$ cat src/rtl/nand_seq_ctrl.sv
// NAND-only sequencing ALU: evaluates NOT/NAND/AND/OR/NOR/XOR/XNOR as a chain of
// passes through one shared WIDTH-bit NAND unit, one pass per clock.

module Nand_G (
  input  logic a_i,
  input  logic b_i,
  output logic y_o
);
  assign y_o = ~(a_i & b_i);
endmodule

module nand_seq_ctrl #(
  parameter int WIDTH = 8,
  parameter int CNT_W = 16
) (
  input  logic             clk,
  input  logic             rst_n,
  input  logic             in_valid,
  output logic             in_ready,
  input  logic [2:0]       op,
  input  logic [WIDTH-1:0] A,
  input  logic [WIDTH-1:0] B,
  output logic             out_valid,
  input  logic             out_ready,
  output logic [WIDTH-1:0] Out,
  output logic             out_err,
  output logic [CNT_W-1:0] pass_count
);

  localparam logic [1:0] S_IDLE = 2'd0, S_EXEC = 2'd1, S_DONE = 2'd2;

  localparam logic [2:0] SRC_A = 3'd0, SRC_B = 3'd1, SRC_T = 3'd2, SRC_U = 3'd3, SRC_V = 3'd4;
  localparam logic [1:0] DST_T = 2'd0, DST_U = 2'd1, DST_V = 2'd2, DST_OUT = 2'd3;

  typedef struct packed {
    logic [2:0] src_x;
    logic [2:0] src_y;
    logic [1:0] dst;
    logic       last;
    logic       nand_en;
  } pass_t;

  logic [1:0]       state_q, state_d;
  logic [2:0]       step_q;
  logic [2:0]       op_q;
  logic [WIDTH-1:0] a_q, b_q, t_q, u_q, v_q, out_q;
  logic             err_q;
  logic [CNT_W-1:0] pass_q;

  pass_t            pass;
  logic [WIDTH-1:0] nand_x, nand_y, nand_r;

  function automatic pass_t mk(input logic [2:0] x, input logic [2:0] y,
                               input logic [1:0] d, input logic l);
    mk = '{src_x: x, src_y: y, dst: d, last: l, nand_en: 1'b1};
  endfunction

  function automatic logic [WIDTH-1:0] pick(input logic [2:0] s);
    case (s)
      SRC_A:   pick = a_q;
      SRC_B:   pick = b_q;
      SRC_T:   pick = t_q;
      SRC_U:   pick = u_q;
      default: pick = v_q;
    endcase
  endfunction

  // Pass schedule: which operands feed the NAND unit and where its result goes.
  always_comb begin
    pass = '{src_x: SRC_A, src_y: SRC_A, dst: DST_OUT, last: 1'b1, nand_en: 1'b0};
    case (op_q)
      3'd0: pass = mk(SRC_A, SRC_A, DST_OUT, 1'b1);
      3'd1: pass = mk(SRC_A, SRC_B, DST_OUT, 1'b1);
      3'd2: pass = (step_q == 3'd0) ? mk(SRC_A, SRC_B, DST_T, 1'b0)
                                    : mk(SRC_T, SRC_T, DST_OUT, 1'b1);
      3'd3, 3'd4:
        case (step_q)
          3'd0:    pass = mk(SRC_A, SRC_A, DST_T, 1'b0);
          3'd1:    pass = mk(SRC_B, SRC_B, DST_U, 1'b0);
          3'd2:    pass = (op_q == 3'd3) ? mk(SRC_T, SRC_U, DST_OUT, 1'b1)
                                         : mk(SRC_T, SRC_U, DST_V, 1'b0);
          default: pass = mk(SRC_V, SRC_V, DST_OUT, 1'b1);
        endcase
      3'd5, 3'd6:
        case (step_q)
          3'd0:    pass = mk(SRC_A, SRC_B, DST_T, 1'b0);
          3'd1:    pass = mk(SRC_A, SRC_T, DST_U, 1'b0);
          3'd2:    pass = mk(SRC_B, SRC_T, DST_V, 1'b0);
          3'd3:    pass = (op_q == 3'd5) ? mk(SRC_U, SRC_V, DST_OUT, 1'b1)
                                         : mk(SRC_U, SRC_V, DST_T, 1'b0);
          default: pass = mk(SRC_T, SRC_T, DST_OUT, 1'b1);
        endcase
      default: ; // reserved op: one idle cycle, no pass
    endcase
  end

  assign nand_x = pick(pass.src_x);
  assign nand_y = pick(pass.src_y);

  for (genvar i = 0; i < WIDTH; i++) begin : g_nand
    Nand_G u_nand (.a_i(nand_x[i]), .b_i(nand_y[i]), .y_o(nand_r[i]));
  end

  always_comb begin
    state_d = state_q;
    case (state_q)
      S_IDLE:  if (in_valid) state_d = S_EXEC;
      S_EXEC:  if (pass.last) state_d = S_DONE;
      S_DONE:  if (out_ready) state_d = S_IDLE;
      default: state_d = S_IDLE;
    endcase
  end

  // NOTE: every register, including the operand and temp registers, is cleared by
  // the async reset so an aborted request leaves nothing behind; all updates use <=.
  always_ff @(posedge clk or negedge rst_n) begin
    if (!rst_n) begin
      state_q <= S_IDLE;
      step_q  <= '0;
      op_q    <= '0;
      a_q     <= '0;
      b_q     <= '0;
      t_q     <= '0;
      u_q     <= '0;
      v_q     <= '0;
      out_q   <= '0;
      err_q   <= 1'b0;
      pass_q  <= '0;
    end else begin
      state_q <= state_d;
      case (state_q)
        S_IDLE: if (in_valid) begin
          op_q   <= op;
          a_q    <= A;
          b_q    <= B;
          step_q <= '0;
        end
        S_EXEC: begin
          step_q <= step_q + 3'd1;
          if (pass.nand_en) begin
            case (pass.dst)
              DST_T:   t_q   <= nand_r;
              DST_U:   u_q   <= nand_r;
              DST_V:   v_q   <= nand_r;
              default: out_q <= nand_r;
            endcase
            if (pass_q != {CNT_W{1'b1}}) pass_q <= pass_q + 1'b1;
          end else begin
            out_q <= '0;
            err_q <= 1'b1;
          end
        end
        S_DONE: if (out_ready) err_q <= 1'b0;
        default: ;
      endcase
    end
  end

  assign in_ready   = (state_q == S_IDLE);
  assign out_valid  = (state_q == S_DONE);
  assign Out        = out_q;
  assign out_err    = err_q;
  assign pass_count = pass_q;

endmodule

$ cat config.mk
export PLATFORM = sky130hd
export DESIGN_NAME = nand_seq_ctrl
export DESIGN_NICKNAME = d
export VERILOG_FILES = /design/src/rtl/nand_seq_ctrl.sv
export SDC_FILE = /design/constraint.sdc
export NUM_CORES = 1
export LEC_CHECK = 0
export ABC_AREA = 1
export CAP_MARGIN = 10
export CORE_MARGIN = 5
export CORE_UTILIZATION = 50
export DETAILED_ROUTE_END_ITERATION = 7
export GPL_TIMING_DRIVEN = 0
export HOLD_SLACK_MARGIN = 0.12
export PLACE_DENSITY_LB_ADDON = 0.12
export SETUP_SLACK_MARGIN = 0.3
export SLEW_MARGIN = 40
export SYNTH_ARGS = -nofsm -noshare
export SYNTH_HDL_FRONTEND = slang
export SYNTH_SLANG_ARGS = --single-unit
$ cat constraint.sdc
create_clock -name clk -period 2.7 [get_ports clk]
set_clock_uncertainty 0.1 [all_clocks]
set_input_delay 0.54 -clock clk [delete_from_list [all_inputs] [get_ports clk]]
set_output_delay 0.54 -clock clk [all_outputs]
set_load 0.05 [all_outputs]
# Word-level counts from Yosys, hierarchy flattened
# Index checks and enable logic that the tools add are counted.
dict set report classes {
  add_sub_neg 2
  n_eq_ne 25
  mux 19
  bitwise_logic 16
  reduce_logical 20
}
# operator count
set op_table {}
lappend op_table {{$pmux W8 S4} 2}
lappend op_table {{$pmux W10 S5} 1}
lappend op_table {{$pmux W9 S4} 1}
lappend op_table {{$pmux W10 S3} 1}
lappend op_table {{$eq A3 B2 Y1 const B} 8}
lappend op_table {{$reduce_and A3 Y1} 6}
lappend op_table {{$add A16 B1 Y16 const B} 1}
lappend op_table {{$mux W8} 2}
lappend op_table {{$ne A16 B16 Y1 const B} 1}
lappend op_table {{$eq A3 B1 Y1 const B} 4}
lappend op_table {{$logic_not A3 Y1} 4}
lappend op_table {{$eq A3 B3 Y1 const B} 3}
lappend op_table {{$mux W9} 1}
lappend op_table {{$and A1 B1 Y1} 8}
lappend op_table {{$ne A2 B2 Y1 const B} 4}
lappend op_table {{$not A1 Y1} 8}
lappend op_table {{$mux W2} 3}
lappend op_table {{$mux W3} 2}
lappend op_table {{$pmux W2 S3} 1}
lappend op_table {{$pmux W3 S2} 1}
lappend op_table {{$reduce_and A2 Y1} 3}
lappend op_table {{$eq A2 B1 Y1 const B} 2}
lappend op_table {{$eq A2 B2 Y1 const B} 2}
lappend op_table {{$logic_not A2 Y1} 2}
lappend op_table {{other kinds (8)} 11}
dict set report word_totals {
  ff_bits 73
  input_bits 23
  output_inout_bits 27
  wordCells 93
}

# Longest topological paths before layout
dict set report logic_depth {
  ltp_word 10
  depth_mapped 16
}

# By module
# From an unflattened synthesis, not the netlist that was laid out.
dict set report unflattened {
  cells_unflattened 648
  area_unflattened_um2 4650.7
}
# module instances cells_each area_each_um2 seq_area_each_um2
set modules_own_cells {}
lappend modules_own_cells {nand_seq_ctrl 1 640 4620.7 1826.8}
lappend modules_own_cells {Nand_G 8 1 3.8 0.0}

# Worst setup path after synthesis
# Ideal clock, no wire load.
dict set report synth_timing {
  path_kind {flip-flop to flip-flop}
  from {register pass_q[0] (netlist: pass_count[0])}
  to {register pass_q[12] (netlist: pass_count[12])}
  setup_ps 145
  t_arrival_ps 2043
  required_time_ps 2455
  path_slack_ps 412
  stages_incl_launch_ff 11
  n_path_buf 1
  path_cell_list {dfrtp_1 -> ha_1 -> inv_1 -> nor3_1 -> nand3_1 -> nor3_1 -> nand3_1 -> nand2_1 -> buf_2 -> nor2_1 -> xor2_1}
}
dict set report synth_between {
  elab_chain_len 2
  word_cells_on_any_way 3
}
# item line
set synth_rtl {}
lappend synth_rtl {{start, declared} 48} ;# logic [CNT_W-1:0] pass_q;
lappend synth_rtl {{start signal, assigned} 147} ;# if (pass_q != {CNT_W{1'b1}}) pass_q <= pass_q + 1'b1;
lappend synth_rtl {{branches (longest 2 deep; another with $add A16 B1 Y16)} n/a}
# Parallel ways; which one is timed is not known.
# A chain may end at the register's enable or synchronous reset.

# Worst setup path after layout
dict set report layout_timing {
  from {register pass_q[6] (netlist: pass_count[6])}
  to {output port pass_count[6]}
}
# item line
set layout_rtl {}
lappend layout_rtl {{end, declared} 27} ;# output logic [CNT_W-1:0] pass_count
# No word-level cell between the ends.

==> results.ini <==
[clock_tree]
cts_tree=done
ctsLongestPathBuffers=2
clkTransAtPathRegs_ns=0.08
clock_latency_ns=0.36
clock_sinks=73
numCtsBuffers=9
cts-root-buf=clkbuf_8
htreeDepth=3

[floorplanning]
dieArea_mm2=0.0104
initial_utilization_pct=51.4
die_y_um=102
pin_count=50
std_cell_rows=33
die_w_um=102
coreArea_mm2=0.00826

[synthesis]
seq_area_frac_synth_pct=43.1
synth_cell_type_count=34
synthCells=572
ys_seq_elements=73
synth_ff_type=dfrtp_1
synth_edf_count=0
synth_area_mm2=0.00424
avgSynthCellArea_um2=7.42
yosys_warnings=0
ys_async_sr_fraction_pct=100
synth_nets=601

[final_layout]
drive_gt1_share_pct=14.6
post-route-util_pct=64.3
area_growth_pct=25.2
seq_area_mm2=0.00183
finalNetCount=673
layout_commonest_cell=nand2_1
diodes=0
num-fill-cells=762
layout_common_cells=nand2_1, dfrtp_1, nand3_1
multi_input_area_mm2=0.00224

[timing]
finalCritPeriodShare_pct=85.3
whs_ns=0.384
setup_violations=0
rsz0062_at_grt=true
worst_pin_slew_ns=0.508
fin_crit_ns=2.30
drv_slew=0
clock.fmax_ghz=0.434
report.final.hold_viol_count=0
relSlewSlack_pct=66.0

[placed_design]
place.gp.congestion=0.905
post-dp-hpwl_um=8140
port_buffers=49

[worst_setup_path]
cp_max_fo=6
end_kind=primary output
critPathLaunchType=flip-flop
crit_arrival_ns=1.66
critical_path_class=reg -> out
crit_chain=clkdlybuf4s50_1
max_stage_delay_ns=0.85
crit_path_top_delay_cell=clkdlybuf4s50_1
cp_top_family=buffers and inverters
cp_num_buf_inv=1
worstPathRequired_ns=2.06

[route]
drt_iter0_drc=291
drc=0
wl_per_cell_um=15.2
finalWirelength_um=11400
via_count=4026
detail-route-antenna-nets=0
dr.pass1.iters=5
detail_route.vias_per_cell=5.34

[grt]
antenna_found_initial=0
grt_pass1_vias=3841
gr-usage-all-layers_pct=23.1
overflow=0
grt_first_pass_wirelength_um=18800
grt_max_degree=48

[flow_run]
cap_violations=0

[power]
ir_drop_uv=722
leakagePower_nw=2.61
power-per-cell-area_mw_per_mm2=1410

[min_path]
hp-class=reg -> reg

[status]
status=completed

layout make-up:
type                       instances  area share, %
clock inverter                     6           1.70
buffer                            10           1.39
clock buffer                      10           2.59
inverter                          47           3.61
multi-input combinational        442           42.2
sequential                        73           34.4
tap                              105           2.47
timing repair buffer              61           11.6
what timing repair did:
action,4_1_cts,5_1_grt
resized for setup,7,22
setup buffers,2,7
endpoints found under the hold margin,26,0
endpoints found under the setup margin,34,32
hold buffers,1,0
gates cloned,0,1
pin swaps,2,8
sequential cells by signal, summed over array words and instances (netlist names):
register,count
b_q,8
u_q,8
state_q,2
pass_count,16
a_q,8
Out,8
out_err,1
t_q,8
v_q,8
op_q,3
step_q,3
synth_stat cells (all sizes together), types with 3 or more instances:
master | instances | area [um2]
nand2 | 278 | 1100
dfrtp | 73 | 1830
nand3 | 56 | 358
inv | 47 | 181
nor2 | 30 | 149
nand4 | 27 | 175
o21ai | 15 | 82.6
xor2 | 11 | 96.3
nor3 | 8 | 51.3
buf | 7 | 53.8
ha | 6 | 75.1
a21oi | 3 | 26.3
clkbuf | 3 | 11.3
routing by layer:
metal	global-route usage [%]	vias to the layer above	share of wire, %
li1	-	1968	-
met1	31.9	1888	44
met2	35.9	151	47
met3	4.98	19	7.2
met4	8.58	0	2.3
met5	0	-	0
power breakdown:
part,internal [W],total [W],switching (W)
combinational,0.00151,0.00451,0.00300
clock,0.000549,0.000994,0.000445
sequential,0.00156,0.00197,0.000407
worst paths after layout:
kind                                           start                     to  slack (ns)  cells after the start
hold reg to reg                   Out[0]$_DFFE_PN0P_     Out[0]$_DFFE_PN0P_        0.38                      2
max in group asynchronous                      rst_n     a_q[5]$_DFFE_PN0P_        1.47                      3
setup reg to reg               step_q[0]$_DFFE_PN0P_     Out[7]$_DFFE_PN0P_        0.44                     13
min in group asynchronous                      rst_n  step_q[0]$_DFFE_PN0P_        0.51                      2
hold / removal                    Out[0]$_DFFE_PN0P_     Out[0]$_DFFE_PN0P_        0.38                      2
setup / recovery           pass_count[6]$_DFFE_PN0P_          pass_count[6]        0.40                      1
per-stage QoR:
stage	cells	setup WS (ns)	TNS, ns	cell area, um2	power [W]
4_1_cts	746	0.328	0	5160	0.00715
3_5_place_dp	727	0.204	0	4890	0.00607
3_3_place_gp	726	-1.56	-113.62	4860	0.00595
2_1_floorplan	572	0.412	0	4240	0.00494
5_1_grt	754	0.279	0	5310	0.00801
6_report	754	0.397	0	5310	0.00747
cells by family after synthesis:
logic type      after synthesis  share of synthesized area [%]
simple gates                403                           43.8
fa+ha+maj                     6                           1.77
xor+xnor                     13                           2.68
flops                        73                           43.1
buf+inv                      57                           5.81
compound gates               20                           2.86
(Power assumes the default switching activity.)
